==> config.mk <==
export PLATFORM = sky130hd
export DESIGN_NAME = ps2_device_stimulus
export DESIGN_NICKNAME = d
export VERILOG_FILES = /design/src/rtl/ps2_device_stimulus.sv
export SDC_FILE = /design/constraint.sdc
export NUM_CORES = 1
export LEC_CHECK = 0
export ABC_AREA = 1
export BUFFER_PORTS_ARGS = -buffer_cell sky130_fd_sc_hd__buf_2
export CAP_MARGIN = 20
export CORE_UTILIZATION = 30
export CTS_CLUSTER_DIAMETER = 200
export CTS_CLUSTER_SIZE = 40
export DETAILED_ROUTE_END_ITERATION = 8
export GPL_TIMING_DRIVEN = 0
export PLACE_DENSITY = 0.51
export RECOVER_POWER = 50
export SYNTH_ARGS = -nofsm -noshare
export SYNTH_HDL_FRONTEND = slang
export SYNTH_SLANG_ARGS = --single-unit
==> constraint.sdc <==
create_clock -name clk -period 2.3 [get_ports clk]
set_clock_uncertainty 0.05 [all_clocks]
set_input_delay 0.23 -clock clk [delete_from_list [all_inputs] [get_ports clk]]
set_output_delay 0.23 -clock clk [all_outputs]
set_load 0.1 [all_outputs]
==> src/rtl/ps2_device_stimulus.sv <==
// PS/2 keyboard device model: queues scancode bytes and serialises them as 11-bit PS/2 frames.
// Latency: first start bit 1 cycle after IDLE sees a non-empty FIFO; frame = 22*CLK_DIV cycles.
// Backpressure: in_ready drops when the FIFO is full; host_inhibit aborts/blocks transmission.
// Optional build macro: PS2_STIM_PARITY_ERR_EN adds in_parity_err to force a bad parity bit.
module ps2_device_stimulus #(
  parameter int CLK_DIV    = 2500,
  parameter int FIFO_DEPTH = 8,
  parameter int GAP_CYCLES = 5000,
  parameter int CNT_W      = 16
) (
  input  logic                          clk,
  input  logic                          reset,
  input  logic [7:0]                    in_data,
  input  logic                          in_valid,
  output logic                          in_ready,
`ifdef PS2_STIM_PARITY_ERR_EN
  input  logic                          in_parity_err,
`endif
  input  logic                          host_inhibit,
  output logic                          ps2_clk,
  output logic                          ps2_dat,
  output logic                          busy,
  output logic                          tx_done,
  output logic [$clog2(FIFO_DEPTH):0]   fifo_count,
  output logic [CNT_W-1:0]              frames_sent
);

  localparam int PW      = $clog2(FIFO_DEPTH);
  localparam int CW      = PW + 1;
  localparam int DIV_MAX = (CLK_DIV > GAP_CYCLES) ? CLK_DIV : GAP_CYCLES;
  localparam int TW      = $clog2(DIV_MAX + 1);
`ifdef PS2_STIM_PARITY_ERR_EN
  localparam int FW      = 9;
`else
  localparam int FW      = 8;
`endif

  localparam logic [TW-1:0] HALF_LD  = TW'(CLK_DIV - 1);
  localparam logic [TW-1:0] GAP_LD   = TW'(GAP_CYCLES - 1);
  localparam logic [CW-1:0] FULL_CNT = CW'(FIFO_DEPTH);
  localparam logic [3:0]    LAST_IDX = 4'd10;

  typedef enum logic [1:0] {IDLE, BIT_HIGH, BIT_LOW, GAP} state_t;

  state_t          state;
  state_t          state_nxt;
  logic [TW-1:0]   timer;
  logic [3:0]      idx;

  logic [FW-1:0]   mem [FIFO_DEPTH];
  logic [PW-1:0]   wr_ptr;
  logic [PW-1:0]   rd_ptr;
  logic [CW-1:0]   count;
  logic [FW-1:0]   wr_word;
  logic [FW-1:0]   head;
  logic            push;
  logic            pop;
  logic            parity;
  logic [10:0]     frame;
  logic            timer_zero;

`ifdef PS2_STIM_PARITY_ERR_EN
  assign wr_word = {in_parity_err, in_data};
`else
  assign wr_word = in_data;
`endif

  assign in_ready   = (count != FULL_CNT);
  assign fifo_count = count;
  assign push       = in_valid && in_ready;
  assign timer_zero = (timer == '0);
  // The head byte stays queued until its stop bit completes, so an aborted frame can resend it.
  assign pop        = (state == BIT_LOW) && timer_zero && (idx == LAST_IDX) && !host_inhibit;
  assign head       = mem[rd_ptr];

`ifdef PS2_STIM_PARITY_ERR_EN
  assign parity = (~^head[7:0]) ^ head[8];
`else
  assign parity = ~^head[7:0];
`endif

  // Frame bit order: start, data LSB first, odd parity, stop.
  assign frame = {1'b1, parity, head[7:0], 1'b0};

  // FIFO storage write; contents need no reset since pointers define validity
  always_ff @(posedge clk) begin
    if (push) begin
      mem[wr_ptr] <= wr_word;
    end
  end

  // FIFO pointers and occupancy; simultaneous push and pop leave the count unchanged
  always_ff @(posedge clk) begin
    if (reset) begin
      wr_ptr <= '0;
      rd_ptr <= '0;
      count  <= '0;
    end else begin
      if (push) wr_ptr <= wr_ptr + 1'b1;
      if (pop)  rd_ptr <= rd_ptr + 1'b1;
      count <= count + CW'(push) - CW'(pop);
    end
  end

  // FSM state register
  always_ff @(posedge clk) begin
    if (reset) begin
      state <= IDLE;
    end else begin
      state <= state_nxt;
    end
  end

  // FSM next-state: inhibit during a bit aborts straight into GAP
  always_comb begin
    state_nxt = state;
    case (state)
      IDLE: begin
        if (count != '0 && !host_inhibit) state_nxt = BIT_HIGH;
      end
      BIT_HIGH: begin
        if (host_inhibit)    state_nxt = GAP;
        else if (timer_zero) state_nxt = BIT_LOW;
      end
      BIT_LOW: begin
        if (host_inhibit)    state_nxt = GAP;
        else if (timer_zero) state_nxt = (idx == LAST_IDX) ? GAP : BIT_HIGH;
      end
      GAP: begin
        if (timer_zero) state_nxt = IDLE;
      end
      default: state_nxt = IDLE;
    endcase
  end

  // Down-counter reloaded on every state entry; bit index restarts at each new frame
  always_ff @(posedge clk) begin
    if (reset) begin
      timer <= '0;
      idx   <= '0;
    end else begin
      if (state_nxt != state) begin
        case (state_nxt)
          BIT_HIGH, BIT_LOW: timer <= HALF_LD;
          GAP:               timer <= GAP_LD;
          default:           timer <= '0;
        endcase
      end else if (!timer_zero) begin
        timer <= timer - 1'b1;
      end
      if (state == IDLE && state_nxt == BIT_HIGH) begin
        idx <= '0;
      end else if (state == BIT_LOW && state_nxt == BIT_HIGH) begin
        idx <= idx + 1'b1;
      end
    end
  end

  // Completion pulse and frame counter move together on the pop edge
  always_ff @(posedge clk) begin
    if (reset) begin
      tx_done     <= 1'b0;
      frames_sent <= '0;
    end else begin
      tx_done <= pop;
      if (pop) frames_sent <= frames_sent + CNT_W'(1);
    end
  end

  // FSM outputs: data only changes with the clock high; both lines idle high outside a bit
  always_comb begin
    ps2_clk = 1'b1;
    ps2_dat = 1'b1;
    busy    = (state != IDLE);
    case (state)
      BIT_HIGH: ps2_dat = frame[idx];
      BIT_LOW: begin
        ps2_clk = 1'b0;
        ps2_dat = frame[idx];
      end
      default: begin
        ps2_clk = 1'b1;
        ps2_dat = 1'b1;
      end
    endcase
  end

endmodule
==> summary.txt, run 1 <==
Outcome = complete, but fails checks
Failing checks = negative setup slack
Clock group share of total power = 33.0%
Die X = 137.9 um
Slowest-stage cell, CP = dfxtp_2
Worst hold start = in_data[3]
Startpoint class of the critical path = flop
Largest net degree at the start of global routing = 17
CP arrival = 2.36 ns
Grt ovf = 0
Per-cell routed wire length = 14.49 um
Peak supply drop = 0.0007897 V
Asr flop ratio synth = 0%
Vias in the first global route = 4380
Layout area overhead = 34.77%
Setup_tns = -0.3415 ns
Detailed Routing Iterations Pass 1 = 5
Slew at the pin closest to its max-slew limit = 1.169 ns
Critical path class = reg2out
Sw Share = 37.93%
Post-synthesis sequential area ratio = 52.42%
Filler cells = 1771
Crit Path Max Fanout = 7
Via Count = 4646
Bufs on Longest Clock Path = 2
Post-synth EDFFs = 64
Placed cells = 916
DIE HEIGHT = 137.9 um
Wirelength, routed = 14.15 mm
GR Util All Layers = 15.29%
CTS buffer count = 17
Setup-failing EPs final = 1
WP data required = 2.02 ns
Crit path top cell by count = nand2_2
Fraction of layout cells with a size suffix above 1 = 30.39%
Worst r2r src = fifo_count[2]$_SDFF_PP0_
RSZ-0062 raised after global routing = yes
Worst reg-to-reg setup slack = 0.02 ns
Power Density = 1213 nW/um^2
Ant diodes = 0
Rows = 49
Max Slew Vio Count = 0
Std-Cell Core Area = 18020 sq um
Flop pwr share = 28.2%
Global-route wire length before repair = 21.60 mm
Critical path depth = 17
Final nets = 765
Leakage power = 2.960 nW
Critical path's top delay family = simple AND/OR/NAND/NOR gates
Clk slew on worst S/H paths = 0.05 ns
Post-layout minimum cycle time = 2.641 ns
Placer Congestion = 0.8411
Main synth FF type = edfxtp_1
Internal power = 5.619 mW
Fmax = 0.3786 GHz
Register bit total from synthesis = 113
Worst r2r path cells = 7
CP Capture Type = output port
Buffers & Inverters on Critical Path = 5
Post-CTS Hold Fix Bufs = 0
Synthesis Warnings = 0
Post-route insts no fill = 976
DR iter-0 viols = 205
HP Class = in2reg
Post-Syn Area = 5538 sq um
Max-cap violations = 0
Syn_area_per_cell = 8.507 sq um
Final HPWL DP = 9.310 mm
H-Tree Depth = 4
Worst r2r dst = mem[7][2]$_DFFE_PP_
Combinational power share = 38.8%
Final worst setup slack = -0.3415 ns
Max incr delay on CP = 0.33 ns
Vias per inst = 4.760
Port bufs = 36
DR DRC count = 0
Cells after synthesis = 651
Relative slew slack = 22.37%
Initial core utilization = 30.72%
Clk_lat worst skew = 0.42 ns
Min Hold Slack = 0.1115 ns
Clock tree sinks = 113
Initial antenna violation count = 0
CTS tree = done
Die area = 19010 sq um
Final hold violation count = 0
Clk Tree Root Cell = clkbuf_16
ANT nets after route = 0
CP Cell Sequence = buf_8 > inv_6 > clkbuf_16 > o21ai_4 > nand2_2 > o21ai_2 > nand2_2 > nand2_2 > inv_2 > nand2_2 > nand2_1 > nand2_1 > nand3_1 > nand2_1 > nand2_1 > nand2_2 > buf_12
Sw Pwr = 3.433 mW
Ports = 37
Fin crit share = 114.8%
Cell variety after synth = 40
Syn nets = 682
CP endpoint = ps2_dat
worst min path at each step:
stage | to | slack [ns] | depth (start not counted)
floorplan | mem[0][0]$_DFFE_PP_ | 0.28 | 0
global placement | frames_sent[4]$_SDFFE_PP0P_ | 0.42 | 2
detailed placement | frames_sent[9]$_SDFFE_PP0P_ | 0.42 | 2
CTS | mem[2][3]$_DFFE_PP_ | 0.02 | 1
global route | mem[2][1]$_DFFE_PP_ | 0.13 | 1
finish | mem[5][3]$_DFFE_PP_ | 0.11 | 1
power groups by stage:
stage	sequential (mW)	combinational, mW	clock (mW)
after floorplan	2.69	2.34	0
after global placement	2.56	2.98	0
after detailed placement	2.57	3.03	0
after CTS	2.53	3.24	3.02
after global routing	2.57	3.86	3.11
final	2.55	3.51	2.99
layout by cell type (no fill, tap or decap), types with 18 or more instances in the layout:
cell type / instances
nand2_1: 127
nor2_1: 94
edfxtp_1: 64
inv_1: 43
dfxtp_1: 33
nand2_2: 28
buf_2: 26
a21oi_1: 25
nand3_1: 24
buf_4: 23
o21ai_2: 21
clkbuf_16: 21
o21ai_0: 19
nor2_2: 18
repair_timing:
item,in CTS,in global routing
setup buffers,9,16
gates cloned,0,3
gates resized for setup,88,93
pin swaps,7,38
hold endpoints to repair,0,0
setup endpoints to repair,15,45
final cells by class:
| cell class | instances | area, sq um | area share, % |
|---|---|---|---|
| flip-flops and latches | 113 | 2933 | 39.30 |
| multi-input cells | 462 | 2664 | 35.69 |
| repair buffers | 64 | 457.9 | 6.136 |
| clock buffers | 19 | 432.9 | 5.800 |
| well taps | 229 | 286.5 | 3.839 |
| inverters | 58 | 246.5 | 3.303 |
| clock inverters | 13 | 234.0 | 3.135 |
| plain buffers | 18 | 209.0 | 2.800 |
cell usage after synthesis, types with 7 or more instances:
master / instances / area share [%]
edfxtp_1: 64 / 35
nor3_1: 11 / 0.99
a21oi_1: 27 / 2.4
nand2_1: 150 / 10
o21ai_0: 52 / 4.7
ha_1: 18 / 4.1
nor2_1: 114 / 7.7
dfxtp_1: 49 / 18
o21ai_1: 7 / 0.63
nand3_1: 26 / 2.3
xor2_1: 8 / 1.3
inv_1: 55 / 3.7
buf_2: 10 / 0.90
per-stage QoR:
stage          setup slack (ns)  total power [mW]  utilization, %  instance area [sq um]
2_1_floorplan          -0.03481             5.028               -                   5623
3_3_place_gp            -0.5156             5.541           33.78                   6090
3_5_place_dp            -0.5192             5.602           33.78                   6090
4_1_cts                 -0.2894             8.788           38.96                   7022
5_1_grt                 -0.4917             9.540           41.41                   7463
6_report                -0.3415             9.052           41.41                   7463
per-layer routing:
metal | part of all wire (%) | GRT usage [%]
met2 | 49 | 25.72
met5 | 0 | 0
met4 | 1.5 | 6.280
met1 | 45 | 18.64
met3 | 4.3 | 3.728
logic make-up (layout without fill, tap and decap cells):
group / count (synthesis) / count (layout) / share of synthesized area [%]
compound gates: 97 / 97 / 9.218
buf+inv: 76 / 172 / 5.490
fa+ha+maj: 19 / 19 / 4.428
flops: 113 / 113 / 52.42
simple gates: 335 / 335 / 26.71
xor+xnor: 11 / 11 / 1.740
state kept, by name, indices dropped and copies added (netlist names), named ones only:
register	flops
mem	64
frames_sent	16
timer	13
fifo_count	4
idx	4
rd_ptr	3
wr_ptr	3
state	2
tx_done	1
Note: power is estimated with default switching activity, not from simulation.
==> run 2: changes to the inputs <==
--- a/config.mk
+++ b/config.mk
@@ -8,6 +8,7 @@
 export ABC_AREA = 1
 export BUFFER_PORTS_ARGS = -buffer_cell sky130_fd_sc_hd__buf_2
 export CAP_MARGIN = 20
+export CORE_MARGIN = 2
 export CORE_UTILIZATION = 30
 export CTS_CLUSTER_DIAMETER = 200
 export CTS_CLUSTER_SIZE = 40
==> run 2 against run 1 <==
The flow still finishes with violations (negative setup slack). Non-clock buffer count is 12 lower. Setup slack improved by 0.038 ns. Flip-flop and latch count is the same. Die area rose by 2.9%. First-iteration DRC count increased by 22%. Wire length shrank 3.2%. Global-route usage fell by 0.72 points. Sequential share of layout area up 1.7 points. Hold slack better by 0.012 ns. Critical endpoint unchanged. Highest routed layer unchanged.
==> summary.txt, run 2 (synthesized netlist as in run 1, its figures left out) <==
Die X = 139.9 um
Die area = 19560 sq um
Filler cells = 1826
Failing checks = negative setup slack
Crit Path Max Fanout = 7
Critical path's top delay family = simple AND/OR/NAND/NOR gates
DR iter-0 viols = 250
Critical path class = reg2out
Max Slew Vio Count = 0
RSZ-0062 raised after global routing = yes
Per-cell routed wire length = 14.18 um
Global-route wire length before repair = 22.31 mm
Startpoint class of the critical path = flop
Max incr delay on CP = 0.33 ns
Final worst setup slack = -0.3031 ns
Max reg flops = 64
DR DRC count = 0
Outcome = complete, but fails checks
Crit path top cell by count = nand2_1
H-Tree Depth = 4
Post-layout minimum cycle time = 2.603 ns
Fmax = 0.3842 GHz
Post-Place Cell Area = 6090 sq um
Final HPWL DP = 9.378 mm
Post-route insts no fill = 965
Bufs on Longest Clock Path = 2
GR Util All Layers = 14.57%
WP data required = 2.02 ns
Leakage power = 2.779 nW
Placed cells = 916
CP Cell Sequence = buf_12 > inv_6 > clkbuf_8 > o21ai_2 > nand2_2 > o21ai_4 > nand2_1 > nand2_1 > inv_1 > nand2_1 > nand2_1 > nand2_1 > nand3_1 > nand2_1 > nand2_1 > nand2_2 > buf_12
Final hold violation count = 0
Core Util, Final = 39.66%
HP Class = in2reg
Detailed Routing Iterations Pass 1 = 5
Fin crit share = 113.2%
Largest net degree at the start of global routing = 17
Slowest-stage cell, CP = dfxtp_2
Grt ovf = 0
Max-cap violations = 0
Layout area overhead = 29.10%
Register with the highest flop count = mem
Std-Cell Core Area = 18020 sq um
ANT nets after route = 0
Placer Congestion = 0.8302
Peak supply drop = 0.0007038 V
Buffers & Inverters on Critical Path = 5
Min Hold Slack = 0.1238 ns
Clk slew on worst S/H paths = 0.05 ns
Slew at the pin closest to its max-slew limit = 1.201 ns
CTS tree = done
Initial antenna violation count = 1
Vias in the first global route = 4419
CP Capture Type = output port
Setup-failing EPs final = 12
Wirelength, routed = 13.69 mm
CTS buffer count = 17
Fraction of layout cells with a size suffix above 1 = 23.95%
Power Density = 1160 nW/um^2
Fin area = 7149 sq um
DIE HEIGHT = 139.9 um
Clock tree sinks = 113
Initial core utilization = 30.72%
Via Count = 4527
Vias per inst = 4.691
Relative slew slack = 20.30%
Largest regs = mem (64), frames_sent (16), timer (13)
Storage element area = 2929 sq um
Ports = 37
Final nets = 753
Multi-input logic area = 2587 sq um
Most frequent cells in the layout = nand2_1, nor2_1, edfxtp_1
CP arrival = 2.32 ns
Place WS = -0.5691 ns
Clk_lat worst skew = 0.41 ns
Port bufs = 36
Rows = 49
Most common cell after layout, fill and taps aside = nand2_1
Clk Tree Root Cell = clkbuf_16
-- run 2: changes by cell type in the layout (fill, tap and decap cells not counted), moves of 4 or more --
cell       delta
buf_2        -19
bufinv_16     -4
nand2_1      +12
buf_4        -13
nand2_2      -11
clkbuf_1     +14
-- run 2: metal layers --
metal / up-vias / routed length (um) / track usage (%) / part of all wire, %
met3: 16 / 577 / 4.198 / 4.2
li1: 2293 / - / - / -
met5: - / 0 / 0 / 0
met2: 92 / 6505 / 23.83 / 48
met4: 0 / 210 / 5.211 / 1.5
met1: 2126 / 6394 / 18.42 / 47
-- run 2: worst paths after layout --
path	to	cells after the start	slack, ns	startpoint
setup / recovery	ps2_dat	17	-0.30	flop
hold / removal	mem[5][3]$_DFFE_PP_	1	0.12	in_data[3]
setup reg to reg	fifo_count[2]$_SDFF_PP0_	13	-0.17	idx[1]$_SDFFE_PP0P_
hold reg to reg	frames_sent[14]$_SDFFE_PP0P_	2	0.43	frames_sent[14]$_SDFFE_PP0P_
-- run 2: area by class of cell --
type / count / share of cell area (%)
tap: 229 / 4.008
multi-input combinational: 462 / 36.19
sequential: 113 / 40.97
buffer: 18 / 2.730
clock inverter: 15 / 1.978
timing repair buffer: 52 / 4.778
inverter: 58 / 3.360
antenna: 1 / 0.03500
clock buffer: 17 / 5.950
-- run 2: timing repair --
action                                  CTS  global route
cloned                                    2             2
pin swaps                                21            24
hold buffers                              0             0
resized for setup                        96            58
endpoints found under the setup margin    6            37
setup buffers                            12             0
-- run 2: report_power, final --
| group | internal, mW | leakage [nW] | total, mW | switching, mW |
|---|---|---|---|---|
| Combinational | 1.05 | 1.53 | 3.24 | 2.20 |
| Sequential | 2.37 | 0.987 | 2.54 | 0.169 |
| Clock | 1.58 | 0.266 | 2.52 | 0.937 |
| Total | 4.99 | 2.78 | 8.30 | 3.30 |
-- run 2: through the flow --
| step | power [mW] | TNS (ns) |
|---|---|---|
| finish | 8.296 | -0.7731 |
| floorplan | 5.028 | -0.03481 |
| global placement | 5.551 | -1.589 |
| CTS | 8.314 | -0.6199 |
| detailed placement | 5.595 | -1.713 |
| global route | 8.815 | -9.066 |
